$ cat config.mk
export PLATFORM = sky130hd
export DESIGN_NAME = mem_port_arbiter
export DESIGN_NICKNAME = d
export VERILOG_FILES = /design/src/rtl/mem_arb_pkg.sv /design/src/rtl/lsu_lane_align.sv /design/src/rtl/mem_port_arbiter.sv
export SDC_FILE = /design/constraint.sdc
export NUM_CORES = 1
export LEC_CHECK = 0
export ABC_AREA = 1
export BUFFER_PORTS_ARGS = -buffer_cell sky130_fd_sc_hd__clkbuf_2
export CORE_MARGIN = 2
export CORE_UTILIZATION = 30
export CTS_CLUSTER_SIZE = 28
export DETAILED_ROUTE_END_ITERATION = 6
export HOLD_SLACK_MARGIN = 0.02
export PLACE_DENSITY_LB_ADDON = 0.2
export SLEW_MARGIN = 25
export SYNTH_ARGS = -nofsm -noshare
export SYNTH_HDL_FRONTEND = slang
export SYNTH_SLANG_ARGS = --single-unit
export TNS_END_PERCENT = 30
$ cat constraint.sdc
create_clock -name clk -period 4.9 [get_ports clk]
set_clock_uncertainty 0.2 [all_clocks]
set_input_delay 0.98 -clock clk [delete_from_list [all_inputs] [get_ports clk]]
set_output_delay 0.98 -clock clk [all_outputs]
set_load 0.01 [all_outputs]
$ cat src/rtl/mem_arb_pkg.sv
// rtl/mem_arb_pkg.sv - shared state and access-size encodings for the memory port arbiter
package mem_arb_pkg;

    typedef enum logic [1:0] {
        IDLE  = 2'd0,
        ISSUE = 2'd1,
        WAIT  = 2'd2,
        RESP  = 2'd3
    } state_t;

    localparam logic [1:0] SIZE_B = 2'b00;
    localparam logic [1:0] SIZE_H = 2'b01;
    localparam logic [1:0] SIZE_W = 2'b10;

endpackage

$ cat src/rtl/lsu_lane_align.sv
// rtl/lsu_lane_align.sv - byte-lane alignment: misalign detect, write strobes/data, read shift and extend
module lsu_lane_align
    import mem_arb_pkg::*;
(
    input  logic [1:0]  off,
    input  logic [1:0]  size,
    input  logic        is_unsigned,
    input  logic [31:0] wdata,
    input  logic [31:0] rdata,
    output logic        misaligned,
    output logic [3:0]  wr_strb,
    output logic [31:0] wdata_lane,
    output logic [31:0] rdata_ext
);

    logic [31:0] rshift;

    always_comb begin
        misaligned = 1'b0;
        wr_strb    = 4'h0;
        wdata_lane = wdata << {off, 3'b000};
        rshift     = rdata >> {off, 3'b000};
        rdata_ext  = rshift;
        case (size)
            SIZE_B: begin
                wr_strb   = 4'b0001 << off;
                rdata_ext = {{24{rshift[7] & ~is_unsigned}}, rshift[7:0]};
            end
            SIZE_H: begin
                misaligned = off[0];
                wr_strb    = 4'b0011 << off;
                rdata_ext  = {{16{rshift[15] & ~is_unsigned}}, rshift[15:0]};
            end
            SIZE_W: begin
                misaligned = (off != 2'b00);
                wr_strb    = 4'hF;
            end
            default: misaligned = 1'b1;
        endcase
    end

endmodule

$ cat src/rtl/mem_port_arbiter.sv
// rtl/mem_port_arbiter.sv - fetch/load-store arbiter for the shared data memory; MEM_ARB_ROUND_ROBIN_EN selects round-robin grant
module mem_port_arbiter
    import mem_arb_pkg::*;
#(
    parameter int AW          = 32,
    parameter int DW          = 32,
    parameter int MEM_LATENCY = 2
) (
    input  logic          clk,
    input  logic          rst,
    input  logic          i_req,
    input  logic [AW-1:0] i_addr,
    output logic          i_ack,
    output logic [DW-1:0] i_rdata,
    output logic          i_err,
    input  logic          d_req,
    input  logic          d_we,
    input  logic [1:0]    d_size,
    input  logic          d_unsigned,
    input  logic [AW-1:0] d_addr,
    input  logic [DW-1:0] d_wdata,
    output logic          d_ack,
    output logic [DW-1:0] d_rdata,
    output logic          d_err,
    output logic [AW-1:0] mem_addr,
    output logic [3:0]    mem_wr_en,
    output logic [DW-1:0] mem_wdata,
    input  logic [DW-1:0] mem_rdata,
    output logic          busy
);

    localparam int CW = (MEM_LATENCY > 1) ? $clog2(MEM_LATENCY) : 1;
    localparam logic [CW-1:0] CNT_INIT = CW'(MEM_LATENCY - 1);

    state_t          state;
    logic            sel_d;
    logic            l_we;
    logic            l_uns;
    logic [1:0]      l_size;
    logic [AW-1:0]   l_addr;
    logic [CW-1:0]   cnt;

    logic            grant_d;
    logic [AW-1:0]   c_addr;
    logic [1:0]      c_size;
    logic            c_we;
    logic [1:0]      a_off;
    logic [1:0]      a_size;
    logic            a_uns;
    logic            mis;
    logic [3:0]      strb;
    logic [31:0]     wlane;
    logic [31:0]     rext;

`ifdef MEM_ARB_ROUND_ROBIN_EN
    logic last_d;

    assign grant_d = d_req && (!i_req || !last_d);

    always_ff @(posedge clk or negedge rst) begin
        if (!rst) begin
            last_d <= 1'b0;
        end else if (state == IDLE && (i_req || d_req)) begin
            last_d <= grant_d;
        end
    end
`else
    assign grant_d = d_req;
`endif

    assign c_addr = grant_d ? d_addr : i_addr;
    assign c_size = grant_d ? d_size : SIZE_W;
    assign c_we   = grant_d & d_we;

    // In IDLE the aligner judges the candidate request; afterwards it works on the latched one.
    assign a_off  = (state == IDLE) ? c_addr[1:0] : l_addr[1:0];
    assign a_size = (state == IDLE) ? c_size      : l_size;
    assign a_uns  = (state == IDLE) ? d_unsigned  : l_uns;

    lsu_lane_align u_align (
        .off         (a_off),
        .size        (a_size),
        .is_unsigned (a_uns),
        .wdata       (d_wdata),
        .rdata       (mem_rdata),
        .misaligned  (mis),
        .wr_strb     (strb),
        .wdata_lane  (wlane),
        .rdata_ext   (rext)
    );

    always_ff @(posedge clk or negedge rst) begin
        if (!rst) begin
            state     <= IDLE;
            sel_d     <= 1'b0;
            l_we      <= 1'b0;
            l_uns     <= 1'b0;
            l_size    <= SIZE_W;
            l_addr    <= '0;
            cnt       <= '0;
            i_ack     <= 1'b0;
            i_rdata   <= '0;
            i_err     <= 1'b0;
            d_ack     <= 1'b0;
            d_rdata   <= '0;
            d_err     <= 1'b0;
            mem_addr  <= '0;
            mem_wr_en <= 4'h0;
            mem_wdata <= '0;
            busy      <= 1'b0;
        end else begin
            i_ack <= 1'b0;
            d_ack <= 1'b0;
            case (state)
                IDLE: begin
                    if (i_req || d_req) begin
                        sel_d  <= grant_d;
                        l_we   <= c_we;
                        l_uns  <= d_unsigned;
                        l_size <= c_size;
                        l_addr <= c_addr;
                        busy   <= 1'b1;
                        if (mis) begin
                            state <= RESP;
                            if (grant_d) begin
                                d_ack   <= 1'b1;
                                d_err   <= 1'b1;
                                d_rdata <= '0;
                            end else begin
                                i_ack   <= 1'b1;
                                i_err   <= 1'b1;
                                i_rdata <= '0;
                            end
                        end else begin
                            state     <= ISSUE;
                            mem_addr  <= {c_addr[AW-1:2], 2'b00};
                            mem_wr_en <= c_we ? strb : 4'h0;
                            mem_wdata <= wlane;
                        end
                    end
                end
                ISSUE: begin
                    mem_wr_en <= 4'h0;
                    cnt       <= CNT_INIT;
                    state     <= WAIT;
                end
                WAIT: begin
                    if (cnt == '0) begin
                        state <= RESP;
                        if (sel_d) begin
                            d_ack   <= 1'b1;
                            d_err   <= 1'b0;
                            d_rdata <= l_we ? '0 : rext;
                        end else begin
                            i_ack   <= 1'b1;
                            i_err   <= 1'b0;
                            i_rdata <= rext;
                        end
                    end else begin
                        cnt <= cnt - 1'b1;
                    end
                end
                RESP: begin
                    state <= IDLE;
                    busy  <= 1'b0;
                end
                default: state <= IDLE;
            endcase
        end
    end

endmodule
==> flow_summary_export.csv, run 1 <==
group,metric,value,unit
logic_synthesis,synth_edf_count,0,
power,vdd_drop_max,0.000327,V
finish,area_growth,29.6,%
finish,fill_cells,2618,
logic_synthesis,synthCells,917,
logic_synthesis,synthTopCellsByArea,"dfrtp_1, nand2_1, o21ai_0",
critical_path,cp-start-kind,"primary input",
critical_path,path_class,"primary input to flop",
finish,drive_above_1_share,31.3,%
floorplan,io_pins,273,
timing,fin_crit_sh,73.5,%
global_routing,antenna_found_initial,3,
critical_path,r2r_end,"mem_wdata[31]",
outcome,run_status,"complete, no violations",
clock_network,cts_buffer_depth,2,
clock_network,clkTransAtPathRegs,0.06,ns
timing,worstMarginPinSlew,0.723,ns
logic_synthesis,synth_cell_types,36,
floorplan,die_x,160,um
global_routing,grtUsageTotal,19.0,%
timing,drv_slew,0,
logic_synthesis,synth_most_common_cell,"nand2_1",
power,power_density,691,nW/um^2
global_routing,grt_max_degree,71,
critical_path,reg2regPathDepth,11,
logic_synthesis,syn_avg_cell_area,7.95,sq um
routing,avgRoutedWirePerCell,16.2,um
floorplan,initial_core_util,30.3,%
clock_network,cts_sinks,145,
floorplan,core_region_area,24100,sq um
critical_path,reg2reg_slack,1.58,ns
power,leakage,0.00495,uW
logic_synthesis,synth_top_cell_area_share,49.4,%
global_routing,grt_overflow,0,
critical_path,reg2reg_from,"state[0]",
clock_network,cts_resized,0,
timing,fin_tns_setup,0,ns
clock_network,hold_buffers,0,
finish,nets,1299,
routing,drc,0,
finish,multi_input_area,3240,sq um
logic_synthesis,yosysTopAreaCell,"dfrtp_1",
critical_path,crit_fanout,54,
routing,drtPass1Iterations,5,
hold_path,min_path_type,"flop to flop",
clock_network,cts_tree,"yes",
logic_synthesis,synthTopCellsByCount,"nand2_1, dfrtp_1, o21ai_0, nand3_1, o211ai_1",
logic_synthesis,ys_async_sr_fraction,100,%
logic_synthesis,synth-main-ff-cell,"dfrtp_1",
logic_synthesis,synth_area,7290,sq um
routing,drt_iter0_drc,506,
timing,clock.fmax,278,MHz
placed_design,hpwlAfterDp,17.5,mm
routing,avgViaCountPerCell,4.68,
floorplan,die_height,160,um
timing,period_needed,3.60,ns
routing,drtAntennaViolNets,0,
placed_design,place.gp.congestion,0.843,
routing,vias,7017,
timing,hold_viol,0,
floorplan,rows,57,
floorplan,die_area,25600,sq um
clock_network,htreeDepth,4,
logic_synthesis,yosysSeqAreaShare,49.8,%
clock_network,cts_buffers,17,
critical_path,required,5.05,ns
critical_path,critical_path_arrival,3.75,ns
clock_network,ctsRootBufferMaster,"clkbuf_16",
clock_network,clk_latency,0.42,ns
finish,seqCellArea,3630,sq um
critical_path,cp-end-kind,"flop",
global_routing,grt_pass1_vias,6695,
finish,fin_area,9450,sq um
routing,drt_wl_total,24.2,mm
critical_path,endpoint,"mem_wdata[31]",
critical_path,crit_start,"d_req",
placed_design,dpl-instance-area,8850,sq um
timing,max_slew_margin,51.8,%
logic_synthesis,ys_ff_latch,145,
logic_synthesis,yosys_warnings,0,
run,maxCapViolations,0,
placed_design,port-buffer-count,270,
timing,rsz0062_at_grt,"false",
global_routing,grt_pass1_wl,38.3,mm
timing,setup_viol,0,
clock_network,postCtsSetupBuffers,0,
==> sequential cells by signal (all words and copies together), names as in the netlist, 2 cells and up <==
name / count
l_addr: 2
i_rdata: 32
mem_wr_en: 4
d_rdata: 32
mem_addr: 30
mem_wdata: 32
l_size: 2
state: 2
==> layer usage <==
layer / vias up / track usage (%) / wire length (um)
met5: - / 0 / 0
met4: 0 / 5.57 / 354
met3: 21 / 4.49 / 1120
met2: 186 / 30.2 / 11500
met1: 3286 / 25.8 / 11200
li1: 3524 / - / -
==> worst min path at each step <==
stage	slack, ns	from	endpoint	cells past startpoint
after detailed placement	0.26	mem_wdata[17]	mem_wdata[17]	2
after global placement	0.26	mem_wdata[9]	mem_wdata[9]	2
after floorplan	0.24	l_size[0]	l_size[0]	2
final	0.27	mem_wdata[15]	mem_wdata[15]	2
after global routing	0.29	mem_wdata[17]	mem_wdata[17]	2
after CTS	0.28	mem_wdata[17]	mem_wdata[17]	2
==> cells by family after synthesis <==
family / after synthesis / synth area share (%)
AO/OA/AOI/OAI: 196 / 15.0
adder cells (fa/ha/maj): 5 / 0.858
buffers and inverters: 95 / 5.93
flip-flops: 145 / 49.8
multiplexers: 6 / 0.823
other: 1 / 0.0514
AND/OR/NAND/NOR: 469 / 27.6
==> placed cells by master, fill, tap and decap left out, drive strengths merged <==
cell      count
clkinvlp      2
nand3        68
ha            5
dfrtp       144
buf          15
a22oi         2
dfstp         1
nand2       335
a31oi         1
conb          2
diode         3
o21ai       116
nand4         6
clkbuf      287
inv          35
and3          1
clkinv        7
o22ai         8
bufinv        2
mux2i         6
o211ai       37
a21oi        31
o32ai         1
nor2         26
or2          33
==> per-stage QoR <==
| step | power (uW) | std cells | setup WS, ns | hold WS (ns) | util, % |
|---|---|---|---|---|---|
| after floorplan | 4170 | 918 | 2.31 | 0.242 | - |
| after CTS | 6620 | 1495 | 1.30 | 0.276 | 39.2 |
| after global routing | 7100 | 1498 | 1.00 | 0.288 | 39.2 |
| final | 6530 | 1498 | 1.30 | 0.269 | 39.2 |
| after detailed placement | 5270 | 1463 | 0.859 | 0.260 | 36.7 |
| after global placement | 5270 | 1463 | 0.926 | 0.258 | 36.7 |
==> worst max-delay path, stage by stage <==
cell	delay, ns
clkbuf_2	0.32
inv_2	0.30
nand2_1	0.16
nand3_1	0.11
nand2_2	0.48
nand2_4	0.18
nand2_2	0.13
nand4_4	0.12
nor2_4	0.13
buf_4	0.48
o21ai_0	0.20
nand2_1	0.11
==> power breakdown <==
part	internal (uW)	total [uW]	switching, uW	leakage, uW
Combinational	1050	3310	2260	0.00277
Clock	769	1310	541	0.000287
Sequential	1650	1900	252	0.00190
==> area by class of cell <==
class / instances / share of cell area, %
Sequential cell: 145 / 38.4
Multi-Input combinational cell: 678 / 34.2
Timing Repair Buffer: 284 / 15.5
Clock buffer: 18 / 4.65
Tap cell: 324 / 4.29
Clock inverter: 14 / 1.60
Inverter: 32 / 1.27
Antenna cell: 3 / 0.0794
(Power assumes the default switching activity.)
==> run 2, diff against run 1 <==
clock period = 3.6 ns   (was 4.9 ns; I/O delays follow)
==> run 2 against run 1 <==
Compared with the run above:
- setup slack got worse by 0.79 ns
- via count rose by 0.80%
- sequential cell count did not move
- non-clock buffer count rose by 2
- cell area rose by 0.19%
- critical path depth did not move
- count of clock-buffer cells in the layout rose by 2
- global-route usage rose by 0.19 points
- routed wire length rose by 0.47%
- first-iteration DRC count rose by 24%
==> flow_summary_export.csv, run 2 (synthesis results as in run 1) <==
group,metric,value,unit
outcome,run_status,"complete, no violations",
global_routing,grt_pass1_vias,6972,
floorplan,die_x,160,um
timing,period_needed,3.09,ns
timing,hold_viol,0,
power,p_int,4710,uW
power,leakage,0.00495,uW
critical_path,critical_path_arrival,3.16,ns
timing,fin_tns_setup,0,ns
timing,rsz0062_at_grt,"false",
finish,layout_commonest_cell,"nand2_1",
critical_path,path_class,"flop to flop",
finish,drive_above_1_share,31.2,%
clock_network,cts_buffers,17,
placed_design,hpwlAfterDp,17.6,mm
finish,area_growth,29.8,%
global_routing,grt_pass1_wl,38.9,mm
floorplan,io_pins,273,
placed_design,place.gp.congestion,0.870,
routing,drc,0,
critical_path,cp-end-kind,"flop",
clock_network,cts_buffer_depth,2,
power,total_power,8890,uW
floorplan,rows,57,
floorplan,core_region_area,24100,sq um
finish,layout_top_registers,"d_rdata x32, i_rdata x32, mem_wdata x32",
clock_network,htreeDepth,4,
timing,worstMarginPinSlew,0.683,ns
critical_path,cp_slowest_cell,"buf_4",
power,power_frac_seq,29.1,%
timing,clock.fmax,323,MHz
floorplan,initial_core_util,30.3,%
critical_path,required,3.66,ns
critical_path,cp-start-kind,"flop",
run,maxCapViolations,0,
routing,drt_iter0_drc,626,
clock_network,hold_buffers,0,
placed_design,port-buffer-count,270,
power,power_density,939,nW/um^2
routing,vias,7073,
clock_network,clkTransAtPathRegs,0.06,ns
routing,avgViaCountPerCell,4.73,
power,vdd_drop_max,0.000442,V
routing,drt_wl_total,24.3,mm
global_routing,grtUsageTotal,19.1,%
finish,utilization,39.3,%
timing,drv_slew,0,
finish,n_antenna_cell,0,
power,swShare,47.0,%
global_routing,grt_overflow,0,
clock_network,cts_sinks,145,
clock_network,cts_tree,"yes",
power,pwr-share-clk,19.4,%
floorplan,die_area,25600,sq um
global_routing,antenna_found_initial,0,
critical_path,crit_fanout,66,
routing,drtAntennaViolNets,0,
power,switchingPower,4180,uW
floorplan,die_height,160,um
routing,drtPass1Iterations,6,
critical_path,path_cells,"inv_1 > ha_1 > inv_1 > nand2_1 > nand2_2 > nand2_1 > inv_1 > nand2_1 > nand4_4 > nand4_2 > buf_4 > o21ai_0",
hold_path,min_path_type,"primary input to asynchronous set/reset pin",
timing,fin_crit_sh,86.0,%
clock_network,cts_resized,0,
timing,max_slew_margin,54.4,%
power,comb_power_share,51.5,%
routing,avgRoutedWirePerCell,16.3,um
timing,setup_viol,0,
critical_path,max_stage_delay,0.48,ns
clock_network,clk_latency,0.42,ns
clock_network,postCtsSetupBuffers,0,
finish,layout_common_cells,"nand2_1, clkbuf_2, dfrtp_1, o21ai_0, nand3_1",
global_routing,grt_max_degree,71,
finish,nets,1301,
clock_network,ctsRootBufferMaster,"clkbuf_16",
run 2: cell count changes in the layout (fill, tap and decap cells not counted), sizes merged:
cell / before / now
clkinvlp: 2 / 3
clkbuf: 287 / 289
clkinv: 7 / 6
inv: 35 / 33
bufinv: 2 / 1
diode: 3 / 0
buf: 15 / 17
run 2: layer usage:
| metal | routed length [um] | track usage, % | vias up |
|---|---|---|---|
| met5 | 0 | 0 | - |
| met4 | 576 | 6.43 | 0 |
| met3 | 1210 | 3.84 | 35 |
| met2 | 11400 | 30.7 | 228 |
| met1 | 11100 | 26.0 | 3300 |
| li1 | - | - | 3510 |
run 2: path summary, 6_finish.rpt:
path / start / endpoint / slack (ns) / depth (start not counted)
min in group clk: mem_wdata[15] / mem_wdata[15] / 0.27 / 2
hold / removal: rst / d_rdata[14] / 0.09 / 1
setup / recovery: state[0] / i_rdata[19] / 0.51 / 12
hold reg to reg: mem_wdata[15] / mem_wdata[15] / 0.27 / 2
max in group asynchronous: rst / mem_wdata[30] / 2.19 / 2
setup reg to reg: state[0] / i_rdata[19] / 0.51 / 12
run 2: cell type report:
class	count	area, sq um
Clock buffer	20	457
Clock inverter	11	106
Fill cell	2629	14600
Inverter	32	120
Multi-Input combinational cell	678	3240
Sequential cell	145	3630
Tap cell	324	405
Timing Repair Buffer	286	1520
run 2: power groups by stage:
stage	registers, uW	logic (uW)	clock network [uW]
finish	2590	4580	1720
CTS	2590	4640	1760
detailed placement	2610	4640	0
global route	2660	5180	1840
global placement	2600	4620	0
floorplan	2810	2860	0
run 2: worst max-delay path: cells and delay by family (launching register included):
kind	cells	cell delay, ns
flip-flops	1	0.40
buffers and inverters	4	0.88
adder cells (fa/ha/maj)	1	0.46
AND/OR/NAND/NOR	6	0.73
AO/OA/AOI/OAI	1	0.21
run 2: metrics by stage:
stage	area, sq um	instances	setup WS [ns]	hold slack [ns]
5_1_grt	9470	1496	0.219	0.115
2_1_floorplan	7300	918	1.27	0.224
3_5_place_dp	8910	1465	0.564	0.258
3_3_place_gp	8910	1465	0.511	0.256
6_report	9470	1496	0.505	0.0882
4_1_cts	9470	1496	0.541	0.0973
==> run 3, diff against run 2 <==
PLACE_DENSITY_LB_ADDON = not set   (was 0.2)
==> run 3 against run 2 <==
Compared with the run above:
- cell area increased by 0.65%
- cell count increased by 0.13%
- sequential cell count did not move
- fmax fell by 3.1%
- utilization rose by 0.25 points
- via count increased by 1.6%
- largest cell class unchanged
- sequential share of layout area fell by 0.25 points
- hold slack better by 0.062 ns
- clock power grew 10%
==> flow_summary_export.csv, run 3 (synthesis results as in run 1) <==
group,metric,value,unit
routing,vias,7184,
global_routing,grt_pass1_vias,6943,
clock_network,clkTransAtPathRegs,0.06,ns
routing,drc,0,
timing,clock.fmax,313,MHz
power,vdd_drop_max,0.000392,V
finish,layout_common_cells,"nand2_1, clkbuf_2, dfrtp_1, o21ai_0, nand3_1",
critical_path,reg2regPathDepth,10,
floorplan,core_region_area,24100,sq um
finish,area_growth,30.7,%
floorplan,die_area,25600,sq um
clock_network,postCtsSetupBuffers,0,
floorplan,rows,57,
placed_design,dp_slack,0.0868,ns
finish,multi_input_area,3240,sq um
power,pwr-share-clk,21.0,%
finish,layout_commonest_cell,"nand2_1",
timing,drv_slew,0,
critical_path,cp-start-kind,"flop",
finish,drive_above_1_share,31.4,%
finish,seqCellArea,3630,sq um
floorplan,die_x,160,um
clock_network,hold_buffers,0,
finish,nets,1303,
critical_path,crit_fanout,25,
power,power_density,951,nW/um^2
global_routing,grt_pass1_wl,38.3,mm
routing,avgViaCountPerCell,4.80,
critical_path,cp_slowest_cell,"ha_1",
global_routing,grt_overflow,0,
floorplan,die_height,160,um
power,power_frac_seq,28.6,%
clock_network,cts_resized,0,
power,comb_power_share,50.5,%
placed_design,place.gp.congestion,0.893,
clock_network,ctsRootBufferMaster,"clkbuf_16",
clock_network,cts_buffers,17,
global_routing,antenna_found_initial,0,
critical_path,reg2reg_from,"state[0]",
power,p_int,4900,uW
timing,max_slew_margin,46.8,%
timing,worst_slack,0.406,ns
power,swShare,46.0,%
placed_design,dpl-instance-area,8910,sq um
critical_path,required,3.69,ns
floorplan,initial_core_util,30.3,%
power,switchingPower,4160,uW
routing,avgRoutedWirePerCell,16.1,um
timing,fin_tns_setup,0,ns
critical_path,cp-end-kind,"flop",
timing,worstMarginPinSlew,0.797,ns
critical_path,r2r_end,"i_rdata[25]",
hold_path,min_path_type,"primary input to asynchronous set/reset pin",
finish,n_antenna_cell,0,
outcome,run_status,"complete, no violations",
routing,drtAntennaViolNets,0,
critical_path,path_class,"flop to flop",
timing,period_needed,3.19,ns
clock_network,htreeDepth,4,
placed_design,hpwlAfterDp,17.5,mm
critical_path,critical_path_arrival,3.28,ns
placed_design,port-buffer-count,270,
timing,rsz0062_at_grt,"false",
finish,layout_top_registers,"d_rdata x32, i_rdata x32, mem_wdata x32",
timing,fin_crit_sh,88.7,%
routing,drt_wl_total,24.1,mm
critical_path,reg2reg_slack,0.41,ns
clock_network,cts_tree,"yes",
critical_path,path_cells,"inv_1 > ha_1 > nand3_1 > nand2_2 > buf_4 > nand3_1 > nand3_2 > nand3_2 > nand2_1 > o21ai_0",
global_routing,grt_max_degree,83,
run,maxCapViolations,0,
global_routing,grtUsageTotal,18.9,%
floorplan,io_pins,273,
timing,setup_viol,0,
finish,fin_area,9530,sq um
finish,fill_cells,2574,
clock_network,cts_sinks,145,
routing,drt_iter0_drc,444,
clock_network,clk_latency,0.42,ns
clock_network,cts_buffer_depth,2,
power,leakage,0.00500,uW
routing,drtPass1Iterations,5,
critical_path,max_stage_delay,0.46,ns
timing,hold_viol,0,
## run 3: worst max-delay path by stage
stage / from / to / slack, ns / cells past startpoint
after floorplan: d_req / i_rdata[21] / 1.27 / 13
after global placement: d_req / i_rdata[25] / 0.18 / 11
after detailed placement: d_req / i_rdata[24] / 0.09 / 11
after CTS: state[0] / i_rdata[23] / 0.41 / 10
after global routing: state[0] / d_rdata[16] / 0.08 / 10
final: state[0] / i_rdata[25] / 0.41 / 10
## run 3: cell type report
class | instances | share of cell area [%]
clock inverter | 13 | 1.92
inverter | 32 | 1.26
timing repair buffer | 288 | 15.9
multi-input combinational | 678 | 34.0
tap | 324 | 4.25
clock buffer | 18 | 4.61
sequential | 145 | 38.1
## run 3: worst max-delay path: cells and delay by family, from the launching register on
family / cells / cell delay [ns]
flip-flops: 1 / 0.40
AO/OA/AOI/OAI: 1 / 0.10
AND/OR/NAND/NOR: 6 / 1.42
adder cells (fa/ha/maj): 1 / 0.46
buffers and inverters: 2 / 0.48
## run 3: per-stage QoR
| step | hold slack, ns | total power (uW) | cells | utilization (%) |
|---|---|---|---|---|
| 2_1_floorplan | 0.224 | 5680 | 918 | - |
| 3_3_place_gp | 0.255 | 7170 | 1467 | 37.0 |
| 3_5_place_dp | 0.261 | 7210 | 1467 | 37.0 |
| 4_1_cts | 0.180 | 9150 | 1498 | 39.5 |
| 5_1_grt | 0.201 | 9820 | 1498 | 39.5 |
| 6_report | 0.151 | 9060 | 1498 | 39.5 |
## run 3: layer usage
| metal | vias up | track usage (%) | share of wire (%) |
|---|---|---|---|
| li1 | 3519 | - | - |
| met1 | 3394 | 26.2 | 46 |
| met2 | 236 | 29.2 | 46 |
| met3 | 35 | 4.36 | 6.0 |
| met4 | 0 | 6.55 | 2.4 |
| met5 | - | 0 | 0 |
## run 3: power groups by stage
stage / clock network [uW] / registers, uW / logic (uW)
floorplan: 0 / 2810 / 2860
global placement: 0 / 2610 / 4560
detailed placement: 0 / 2600 / 4600
CTS: 1950 / 2590 / 4610
global route: 2020 / 2670 / 5140
finish: 1900 / 2590 / 4570
